--- config.mk ---
export PLATFORM = sky130hd
export DESIGN_NAME = attopu_ctrl
export DESIGN_NICKNAME = d
export VERILOG_FILES = /design/src/rtl/attopu_ctrl.sv
export SDC_FILE = /design/constraint.sdc
export NUM_CORES = 1
export LEC_CHECK = 0
export CORE_ASPECT_RATIO = 1.4
export CORE_MARGIN = 2
export CORE_UTILIZATION = 43
export CTS_BUF_LIST = sky130_fd_sc_hd__clkbuf_4 sky130_fd_sc_hd__clkbuf_8
export CTS_CLUSTER_SIZE = 8
export DETAILED_ROUTE_END_ITERATION = 10
export HOLD_SLACK_MARGIN = 0.15
export PLACE_DENSITY = 0.88
export SETUP_SLACK_MARGIN = 0.4
export SLEW_MARGIN = 20
export SYNTH_ARGS = -nofsm -noshare
export SYNTH_HDL_FRONTEND = slang
export SYNTH_SLANG_ARGS = --single-unit
--- constraint.sdc ---
create_clock -name clk -period 4.3 [get_ports clk]
set_input_delay 0.645 -clock clk [delete_from_list [all_inputs] [get_ports clk]]
set_output_delay 0.645 -clock clk [all_outputs]
set_load 0.03 [all_outputs]
--- src/rtl/attopu_ctrl.sv ---
// attopu multi-cycle control unit: fetch over req/ack, IR, sequencing FSM,
// registered zero flag and retired-instruction counter.
module attopu_ctrl #(
   parameter int DATA_W    = 16,
   parameter int REG_SEL_W = 2,
   parameter int CNT_W     = 16
) (
   input  logic                 clk,
   input  logic                 rst_n,
   input  logic                 halt,
   output logic                 imem_req,
   input  logic                 imem_ack,
   input  logic [DATA_W-1:0]    imem_rdata,
   output logic                 dmem_req,
   input  logic                 dmem_ack,
   output logic                 mem_we,
   input  logic                 alu_zero,
   output logic [1:0]           next_pc_sel,
   output logic                 pc_we,
   output logic                 reg_din_src,
   output logic [REG_SEL_W-1:0] reg_wsel,
   output logic [REG_SEL_W-1:0] reg_rsel1,
   output logic [REG_SEL_W-1:0] reg_rsel2,
   output logic                 reg_we,
   output logic [1:0]           alu_op,
   output logic                 d_addr_sel,
   output logic                 st_data_sel,
   output logic [DATA_W-1:0]    addr,
   output logic                 z_flag,
   output logic                 halted,
   output logic [CNT_W-1:0]     retired
);

   localparam int AF_W  = DATA_W-3-REG_SEL_W;
   localparam int EXT_W = DATA_W-AF_W;

   localparam logic [1:0] IDLE  = 2'd0;
   localparam logic [1:0] FETCH = 2'd1;
   localparam logic [1:0] EXEC  = 2'd2;
   localparam logic [1:0] MEM   = 2'd3;

   localparam logic [1:0] OP_ALU = 2'd0;
   localparam logic [1:0] OP_LD  = 2'd1;
   localparam logic [1:0] OP_ST  = 2'd2;
   localparam logic [1:0] OP_BRZ = 2'd3;

   localparam logic [CNT_W-1:0] CNT_ONE = 1;

   logic [1:0]        state;
   logic [1:0]        stateNxt;
   logic [DATA_W-1:0] ir;
   logic              zFlag;
   logic [CNT_W-1:0]  retCnt;
   logic              retire;

   logic [1:0]      op;
   logic [AF_W-1:0] af;
   logic            ext;
   logic            isLd;
   logic            isSt;
   logic            memOp;

   assign op    = ir[DATA_W-1 -: 2];
   assign af    = ir[AF_W:1];
   assign ext   = ir[0];
   assign isLd  = (op == OP_LD);
   assign isSt  = (op == OP_ST);
   assign memOp = isLd | isSt;

   assign reg_wsel  = ir[DATA_W-3 -: REG_SEL_W];
   assign reg_rsel1 = ir[DATA_W-3-REG_SEL_W -: REG_SEL_W];
   assign reg_rsel2 = ir[DATA_W-3-2*REG_SEL_W -: REG_SEL_W];
   assign z_flag    = zFlag;
   assign retired   = retCnt;
   assign halted    = (state == IDLE);

   always_comb begin
      stateNxt    = state;
      retire      = 1'b0;
      imem_req    = 1'b0;
      dmem_req    = 1'b0;
      mem_we      = 1'b0;
      next_pc_sel = 2'b00;
      pc_we       = 1'b0;
      reg_din_src = 1'b0;
      reg_we      = 1'b0;
      alu_op      = 2'b00;
      d_addr_sel  = 1'b0;
      st_data_sel = 1'b0;
      addr        = '0;
      unique case (state)
         IDLE: begin
            if (!halt) stateNxt = FETCH;
         end
         FETCH: begin
            imem_req = 1'b1;
            if (imem_ack) stateNxt = EXEC;
         end
         EXEC: begin
            unique case (op)
               OP_ALU: begin
                  alu_op = ext ? 2'b10 : 2'b01;
                  reg_we = 1'b1;
                  pc_we  = 1'b1;
                  retire = 1'b1;
               end
               OP_BRZ: begin
                  pc_we  = 1'b1;
                  retire = 1'b1;
                  if (zFlag && ext) begin
                     next_pc_sel = 2'b10;
                  end else if (zFlag) begin
                     next_pc_sel = 2'b01;
                     addr = {{EXT_W{af[AF_W-1]}}, af};
                  end
               end
               default: stateNxt = MEM;
            endcase
         end
         MEM: begin
            dmem_req = 1'b1;
            mem_we   = isSt;
            if (dmem_ack) begin
               pc_we  = 1'b1;
               reg_we = isLd;
               retire = 1'b1;
            end
         end
      endcase
      // LD/ST address and selects stay stable from EXEC through MEM
      if ((state == EXEC || state == MEM) && memOp) begin
         reg_din_src = isLd;
         if (ext) begin
            d_addr_sel = 1'b1;
         end else begin
            addr        = {{EXT_W{1'b0}}, af};
            st_data_sel = isSt;
         end
      end
      if (retire) stateNxt = halt ? IDLE : FETCH;
   end

   always_ff @(posedge clk or negedge rst_n) begin
      if (!rst_n) begin
         state  <= IDLE;
         ir     <= '0;
         zFlag  <= 1'b0;
         retCnt <= '0;
      end else begin
         state <= stateNxt;
         if (state == FETCH && imem_ack) ir <= imem_rdata;
         if (state == EXEC && op == OP_ALU) zFlag <= alu_zero;
         if (retire) retCnt <= retCnt + CNT_ONE;
      end
   end

endmodule

==> impl_metrics.py, run 1 <==
metrics = {
    "status": {
        "status": "finished, final reports clean",
    },
    "synthesis": {
        "seq_area_frac_synth": 0.4630,
        "synthFlopType": "dfrtp_1",
        "yosysMostFrequentCell": "dfrtp_1",
        "synth_top_cell_area_share": 0.4630,
        "synth_adder_area_share": 0.07937,
        "ys_top_cells_by_area": "dfrtp_1 (46%), mux2_2 (11%), ha_1 (7.9%)",
        "synth_xor_area_frac": 0.06944,
        "synth_warnings": 0,
        "netlist_area_mm2": 0.001892,
        "synth-simple-area-share": 0.1594,
        "syn_avg_cell_area_um2": 11.90,
        "synth_top_family_by_area": "simple AND/OR/NAND/NOR gates",
        "synthCells": 159,
        "synth-edff-count": 0,
        "synth_common_cells": "dfrtp_1 (35), mux2_2 (19), and2_1 (13)",
        "ys_types": 30,
        "synthMuxAreaShare": 0.1237,
        "synth.largest_area_cell": "dfrtp_1",
        "synth_seq_cells": 35,
        "synth-compound-area-share": 0.05093,
        "synthArstFlopShare": 1.000,
        "syn_nets": 193,
    },
    "cts": {
        "clock_latency_ns": 0.29,
        "cts_tree": "built",
        "cts_buffer_depth": 2,
        "clk_pin_slew_ns": 0.07,
        "cts-htree-levels": 2,
        "holdBufCountCts": 0,
        "clock-sinks": 35,
        "cts_buffers": 5,
        "root_buffer": "clkbuf_8",
    },
    "pwr": {
        "p_leak_nw": 1.112,
        "p_per_area_mw_per_mm2": 702.3,
        "ir_worst_vdd_mv": 0.3742,
    },
    "route": {
        "drtIter0Drc": 44,
        "post-route-drc-count": 0,
        "drt-pass1-iter-count": 4,
        "wire_per_inst_um": 13.80,
        "vias": 1398,
        "ant_nets": 0,
        "wl_um": 3973,
        "drt-vias-per-instance": 4.854,
    },
    "die": {
        "ios": 74,
        "core.rowCount": 28,
        "die_h_um": 82.48,
        "start_util": 0.4463,
        "die_area_mm2": 0.004954,
        "design.core.area_mm2": 0.004239,
        "die_w_um": 60.06,
    },
    "placement": {
        "dp_hpwl_um": 2850,
        "pre_cts_ws_ns": 0.8875,
        "place_congestion": 0.8168,
        "io_buffers": 73,
        "dpl_cell_area_mm2": 0.002609,
    },
    "sta": {
        "slew_headroom": 0.4817,
        "finalSetupTns_ns": 0,
        "finalHoldViolations": 0,
        "layout_setup_ws_ns": 0.8543,
        "timing.hold.ws_ns": 0.4276,
        "worst_pin_slew_ns": 0.7774,
        "finalCriticalPeriod_ns": 3.446,
        "skew_ns": 0.007129,
        "fin_crit_sh": 0.8013,
        "fmax_mhz": 290.2,
        "setup_violations": 0,
        "rsz0062_at_grt": "no",
        "drv_slew": 0,
    },
    "critical_path": {
        "critPathKind": "reg2out",
        "regToRegEndpoint": "retired[11]",
        "path_cells": "inv_1 > ha_1 > nand3_1 > a21oi_1 > and2_1 > clkdlybuf4s50_1",
        "crit_path_max_incr_delay_ns": 0.68,
        "worst-r2r-cell-count": 6,
        "reg2reg_slack_ns": 2.35,
        "cp.arrival_ns": 2.80,
        "cp-start-kind": "register",
        "critPathMaxFanout": 11,
        "cp.required_ns": 3.65,
        "crit_path_end_kind": "primary output",
        "rr_startpoint": "ir[14]",
        "cp_slowest_cell": "clkdlybuf4s50_1",
    },
    "final_layout": {
        "fin_util": 0.6491,
        "drive_above_1_share": 0.1579,
        "design_area_mm2": 0.002751,
        "n_antenna_cell": 0,
        "area_growth_pct": 45.44,
        "layout.nets": 261,
        "fillers": 331,
    },
    "global_route": {
        "grt_usage": 0.1766,
        "grt_max_degree": 36,
        "grt.overflow.total": 0,
        "grt_antenna_before_repair": 0,
        "grt_first_pass_wirelength_um": 6444,
        "grt_pass1_vias": 1364,
    },
    "hold_path": {
        "hold_path.class": "in2async",
    },
    "flow_run": {
        "drv_cap": 0,
    },
}
## report_power, final
part	internal, mW	switching (mW)	leakage [nW]
clock	0.238	0.118	0.0688
combinational	0.456	0.558	0.624
sequential	0.449	0.114	0.420
total	1.14	0.790	1.11
## worst max-delay path, delay by kind of cell (launching register included)
| kind | cells | cell delay [ns] |
|---|---|---|
| compound gates | 1 | 0.61 |
| fa+ha+maj | 1 | 0.26 |
| buf+inv | 2 | 0.83 |
| flops | 1 | 0.43 |
| simple gates | 2 | 0.37 |
## registers in the layout, indices dropped and copies added (netlist names)
register	cells
retired	16
z_flag	1
state	2
ir	16
## layout by cell type, fill, tap and decap left out, types with 2 or more instances in the layout
master | Yosys | routed
xor2_1 | 4 | 4
mux2i_1 | 2 | 2
ha_1 | 12 | 12
nand3_1 | 7 | 7
clkdlybuf4s50_1 | 0 | 72
xnor2_1 | 11 | 11
clkbuf_8 | 0 | 5
a2111oi_4 | 2 | 2
a21oi_1 | 2 | 2
nor2_1 | 7 | 7
bufinv_16 | 0 | 2
inv_1 | 5 | 5
dfrtp_1 | 35 | 35
mux2_2 | 19 | 19
nand4_1 | 4 | 4
nand2_1 | 9 | 9
and3_1 | 2 | 2
and2_1 | 13 | 13
and4_1 | 2 | 2
## layer usage
| metal | GRT usage | vias to the layer above | part of all wire |
|---|---|---|---|
| met4 | 0.05333 | 0 | 0.013 |
| met2 | 0.2989 | 59 | 0.51 |
| li1 | - | 665 | - |
| met3 | 0.06542 | 5 | 0.076 |
| met1 | 0.2058 | 669 | 0.40 |
| met5 | 0 | - | 0 |
## kinds of logic (layout without fill, tap and decap cells)
group	Yosys count	count (layout)
AO/OA/AOI/OAI	8	8
flip-flops	35	35
buffers and inverters	17	86
adder cells (fa/ha/maj)	12	12
AND/OR/NAND/NOR	51	51
multiplexers	21	21
XOR/XNOR	15	15
## worst max-delay path by stage
| stage | start | end | slack [ns] | depth (start not counted) |
|---|---|---|---|---|
| 6_report | state[0] | addr[5] | 0.85 | 6 |
| 2_1_floorplan | state[0] | addr[12] | 0.73 | 5 |
| 5_1_grt | state[0] | addr[13] | 0.66 | 6 |
| 3_3_place_gp | state[0] | addr[15] | 1.01 | 6 |
| 4_1_cts | state[0] | addr[11] | 0.55 | 6 |
| 3_5_place_dp | state[0] | addr[11] | 0.89 | 6 |
## stage by stage
stage	instances	total power [mW]
2_1_floorplan	159	1.252
3_3_place_gp	280	1.554
3_5_place_dp	280	1.577
4_1_cts	288	1.950
5_1_grt	288	2.055
6_report	288	1.932
## area by class of cell
cell class	instances	area, µm²	share of cell area
Clock inverter	2	60.06	0.02183
Inverter	5	18.77	0.006821
Multi-Input combinational cell	107	919.6	0.3342
Timing Repair Buffer	73	725.7	0.2638
Sequential cell	35	875.8	0.3183
Clock buffer	6	76.32	0.02774
Tap cell	60	75.07	0.02729
## repair_timing
| item | CTS | global route |
|---|---|---|
| setup buffers | 0 | 0 |
| gates resized for setup | 0 | 1 |
| endpoints found under the setup margin | 0 | 5 |
No activity file was read; power rests on OpenSTA's default activity.
==> inputs of run 2 (changes only) <==
CORE_UTILIZATION = 41   (was 43)
clock period = 2.95 ns   (was 4.3 ns; I/O delays follow)
==> run 2 against run 1 <==
  * Clock power is 4% lower
  * Count of clock-buffer cells in the layout stayed put
  * Combinational power is 50% higher
  * Cell area is 0.59% lower
  * Critical path type unchanged
  * Largest power group unchanged
  * Highest routed layer unchanged
==> impl_metrics.py, run 2 (synthesis results as in run 1) <==
metrics = {
    "die": {
        "die_w_um": 61.41,
        "die_h_um": 84.38,
        "ios": 74,
        "die_area_mm2": 0.005181,
        "core.rowCount": 29,
        "design.core.area_mm2": 0.004499,
        "start_util": 0.4205,
    },
    "cts": {
        "cts_buffers": 5,
        "cts-htree-levels": 2,
        "clk_pin_slew_ns": 0.07,
        "holdBufCountCts": 0,
        "clock-sinks": 35,
        "cts_tree": "built",
        "root_buffer": "clkbuf_8",
        "clock_latency_ns": 0.27,
        "cts_buffer_depth": 2,
    },
    "route": {
        "drt-pass1-iter-count": 4,
        "met3WireLength_um": 255,
        "drtIter0Drc": 30,
        "wire_per_inst_um": 13.21,
        "route.met2.wl_um": 2114,
        "ant_nets": 0,
        "vias": 1398,
        "top_layer": "met4",
        "wl_um": 3858,
        "met1_length_um": 1469,
        "drt-vias-per-instance": 4.788,
        "post-route-drc-count": 0,
    },
    "critical_path": {
        "reg2reg_slack_ns": 1.04,
        "crit_buf_inv": 2,
        "worst-r2r-cell-count": 6,
        "cp_slowest_cell": "clkdlybuf4s50_1",
        "crit_path_end_kind": "primary output",
        "crit_path_max_incr_delay_ns": 0.68,
        "cp-start-kind": "register",
        "rr_startpoint": "ir[14]",
        "critPathKind": "reg2out",
        "path_cells": "inv_2 > ha_2 > nand2_1 > nor2_1 > clkdlybuf4s50_1",
        "critPathMaxFanout": 5,
        "cp.arrival_ns": 1.99,
        "path_delay_family": "buffers and inverters",
        "cp.required_ns": 2.51,
        "regToRegEndpoint": "retired[11]",
    },
    "sta": {
        "skew_ns": 0.003005,
        "finalSetupTns_ns": 0,
        "layout_setup_ws_ns": 0.5190,
        "setup_violations": 0,
        "slew_headroom": 0.4834,
        "finalHoldViolations": 0,
        "drv_slew": 0,
        "timing.hold.ws_ns": 0.2379,
        "rsz0062_at_grt": "no",
        "fmax_mhz": 411.4,
        "finalCriticalPeriod_ns": 2.431,
        "fin_crit_sh": 0.8241,
        "worst_pin_slew_ns": 0.7750,
    },
    "final_layout": {
        "final_common_cell": "clkdlybuf4s50_1",
        "n_antenna_cell": 0,
        "fin_util": 0.6079,
        "layout.nets": 264,
        "fillers": 405,
        "layout.cells.non_filler": 292,
        "design_area_mm2": 0.002735,
        "drive_above_1_share": 0.2522,
        "final_cell_mix": "clkdlybuf4s50_1 (51), dfrtp_1 (35), mux2_2 (19), and2_1 (13)",
        "area_growth_pct": 44.58,
    },
    "flow_run": {
        "drv_cap": 0,
    },
    "global_route": {
        "grt_usage": 0.1545,
        "grt_pass1_vias": 1363,
        "grt_antenna_before_repair": 0,
        "grt.overflow.total": 0,
        "grt_first_pass_wirelength_um": 6113,
        "grt_max_degree": 36,
    },
    "pwr": {
        "p_leak_nw": 1.148,
        "ir_worst_vdd_mv": 0.4709,
        "power_mw": 2.666,
        "p_per_area_mw_per_mm2": 974.6,
        "power_frac_clock": 0.128,
        "switching_share": 0.4309,
        "pwr-share-seq": 0.307,
        "internal_power_mw": 1.517,
        "p_comb_frac": 0.565,
        "power.switching_mw": 1.149,
    },
    "placement": {
        "dp_hpwl_um": 2888,
        "dp.cells": 284,
        "place_congestion": 0.8188,
        "pre_cts_ws_ns": 0.1259,
        "io_buffers": 73,
        "dpl_cell_area_mm2": 0.002641,
    },
    "status": {
        "status": "finished, final reports clean",
    },
    "hold_path": {
        "hold_path.class": "in2async",
    },
}
## run 2: cell types whose count changed in the layout (fill, tap and decap cells not counted), moves of 2 or more
cell,before,now
dlygate4sd2_1,0,5
clkdlybuf4s15_2,0,10
buf_2,1,5
buf_4,0,3
bufinv_16,2,0
clkdlybuf4s50_1,72,51
## run 2: timing repair
| action | 4_1_cts | 5_1_grt |
|---|---|---|
| resized for setup | 60 | 10 |
| pin swaps | 0 | 1 |
| hold endpoints to repair | 0 | 0 |
| setup endpoints to repair | 21 | 21 |
| buffers inserted | 0 | 1 |
## run 2: worst max-delay path by stage
stage,from,end,cells past startpoint,slack (ns)
final,state[0],alu_op[0],5,0.52
after global routing,state[0],addr[2],7,0.41
after CTS,state[0],addr[15],6,0.26
after detailed placement,state[0],addr[15],6,0.13
after global placement,state[0],addr[11],6,0.19
after floorplan,state[0],addr[12],5,0.43
## run 2: layout make-up
cell class	instances	area, µm²	share of cell area
well taps	62	77.57	0.02836
clock inverters	1	5.005	0.001830
inverters	5	18.77	0.006862
repair buffers	76	732.0	0.2676
multi-input cells	107	943.4	0.3449
clock buffers	6	82.58	0.03019
flip-flops and latches	35	875.8	0.3202
## run 2: routing by layer
| metal | up-vias | GRT usage |
|---|---|---|
| li1 | 672 | - |
| met4 | 0 | 0.03868 |
| met1 | 678 | 0.1675 |
| met2 | 46 | 0.2843 |
| met5 | - | 0 |
| met3 | 2 | 0.04160 |
## run 2: power groups by stage
stage / clock network (mW) / registers (mW) / logic (mW)
5_1_grt: 0.380 / 0.847 / 1.60
6_report: 0.341 / 0.818 / 1.51
2_1_floorplan: 0 / 0.881 / 0.959
4_1_cts: 0.353 / 0.819 / 1.49
3_3_place_gp: 0 / 0.817 / 1.48
3_5_place_dp: 0 / 0.827 / 1.50
==> RTL change: new RTL, flow settings as in run 2 <==
Make the reset (`rst_n`) synchronous in one clocked block.
--- a/src/rtl/attopu_ctrl.sv
+++ b/src/rtl/attopu_ctrl.sv
@@ -140,7 +140,7 @@
       if (retire) stateNxt = halt ? IDLE : FETCH;
    end
 
-   always_ff @(posedge clk or negedge rst_n) begin
+   always_ff @(posedge clk) begin
       if (!rst_n) begin
          state  <= IDLE;
          ir     <= '0;
Formal check against the unedited RTL: differs if rst_n is asserted again (counterexample within 4 cycles, from zero or initial values and one cycle with rst_n low); with rst_n held inactive, the same outputs for 10 cycles.
==> RTL change against run 2 <==
Area after synthesis rose by 0.93%; sequential cell count did not move; final cell count up 24%; cell area shrank 0.73%; setup slack got worse by 0.069 ns; wire length increased by 33%; highest routed layer unchanged.
Power is not compared: it rests on default switching activity, and its combinational part moved more than twofold at a synthesized area within 25%.
==> RTL change: results (changes against run 2) <==
| Metric | Value |
|---|---|
| Seq area share | 0.259 (was 0.320) |
| Logic inverters | 11 (was 5) |
| Compound-cell area share of the yosys netlist | 0.171 (was 0.0509) |
| First-pass GRT wire length | 8130 µm (was 6110 µm) |
| Distinct cell type count of the synthesized netlist | 37 (was 30) |
| Worst hold path type | reg2reg (was in2async) |
| Multi-input combinational gate total | 172 (was 107) |
| Clock Skews | 0.00997 ns (was 0.00300 ns) |
| Delay of the slowest critical-path stage | 0.45 ns (was 0.68 ns) |
| Multiplexer area fraction after synthesis | 0.00524 (was 0.124) |
| Number of sequential storage elements | 35 (unchanged) |
| Seq/Total Area, Yosys | 0.367 (was 0.463) |
| Pin count of the biggest net entering global routing | 33 (was 36) |
| Multi-input gate share of the layout cell area | 0.395 (was 0.345) |
| Vias post-DR | 1909 (was 1398) |
| Run status | completed (unchanged) |
| Worst reg2reg path endpoint | retired[5] (was retired[11]) |
| Slew at the pin closest to its max-slew limit | 0.569 ns (was 0.775 ns) |
| Adder and majority cell fraction of the synthesized area | 0.0721 (was 0.0794) |
| Number of resized instances in the post-cts repair step | 32 (was 60) |
| HPWL reported at the end of detailed placement | 3720 µm (was 2890 µm) |
| GRT Overall Usage | 0.202 (was 0.155) |
| Final Net Count | 333 (was 264) |
| Filler Cells Inserted | 404 (was 405) |
| Depth of the most critical reg-to-reg path | 7 (was 6) |
| Share of final-layout standard cells stronger than drive strength 1 | 0.123 (was 0.252) |
[RTL change: worst max-delay path by stage]
| stage | start | end | slack (ns) | cells past startpoint |
|---|---|---|---|---|
| 5_1_grt | state[0] | addr[13] | 0.35 | 5 |
| 4_1_cts | state[1] | addr[6] | 0.38 | 6 |
| 3_5_place_dp | state[1] | addr[6] | 0.14 | 6 |
| 2_1_floorplan | state[0] | addr[12] | 0.69 | 4 |
| 6_report | state[0] | addr[13] | 0.45 | 5 |
| 3_3_place_gp | state[1] | addr[8] | 0.27 | 6 |
[RTL change: layer usage]
metal | part of all wire | track usage | vias to the layer above
li1 | - | - | 939
met1 | 0.38 | 0.206 | 886
met2 | 0.53 | 0.368 | 70
met3 | 0.067 | 0.0462 | 14
met4 | 0.025 | 0.0909 | 0
met5 | 0 | 0 | -
[RTL change: kinds of logic (layout without fill, tap and decap cells)]
kind of cell / Yosys count / count (layout)
simple gates: 106 / 106
compound gates: 53 / 53
flops: 35 / 35
buf+inv: 31 / 94
fa+ha+maj: 11 / 11
xor+xnor: 1 / 1
mux: 1 / 1
[RTL change: where the power goes]
group          internal, mW  total, mW  switching [mW]
clock                 0.347      0.523           0.176
combinational         0.202      0.503           0.301
sequential            0.516      0.558          0.0424
total                  1.07       1.58           0.519
[RTL change: stage by stage]
stage               instance area, µm²  worst slack (ns)  instances  hold WS, ns
detailed placement                2620             0.144        355        0.444
CTS                               2750             0.384        363        0.453
global placement                  2620             0.272        355        0.437
global route                      2720             0.355        363        0.472
finish                            2720             0.451        363        0.450
floorplan                         1910             0.691        238        0.432
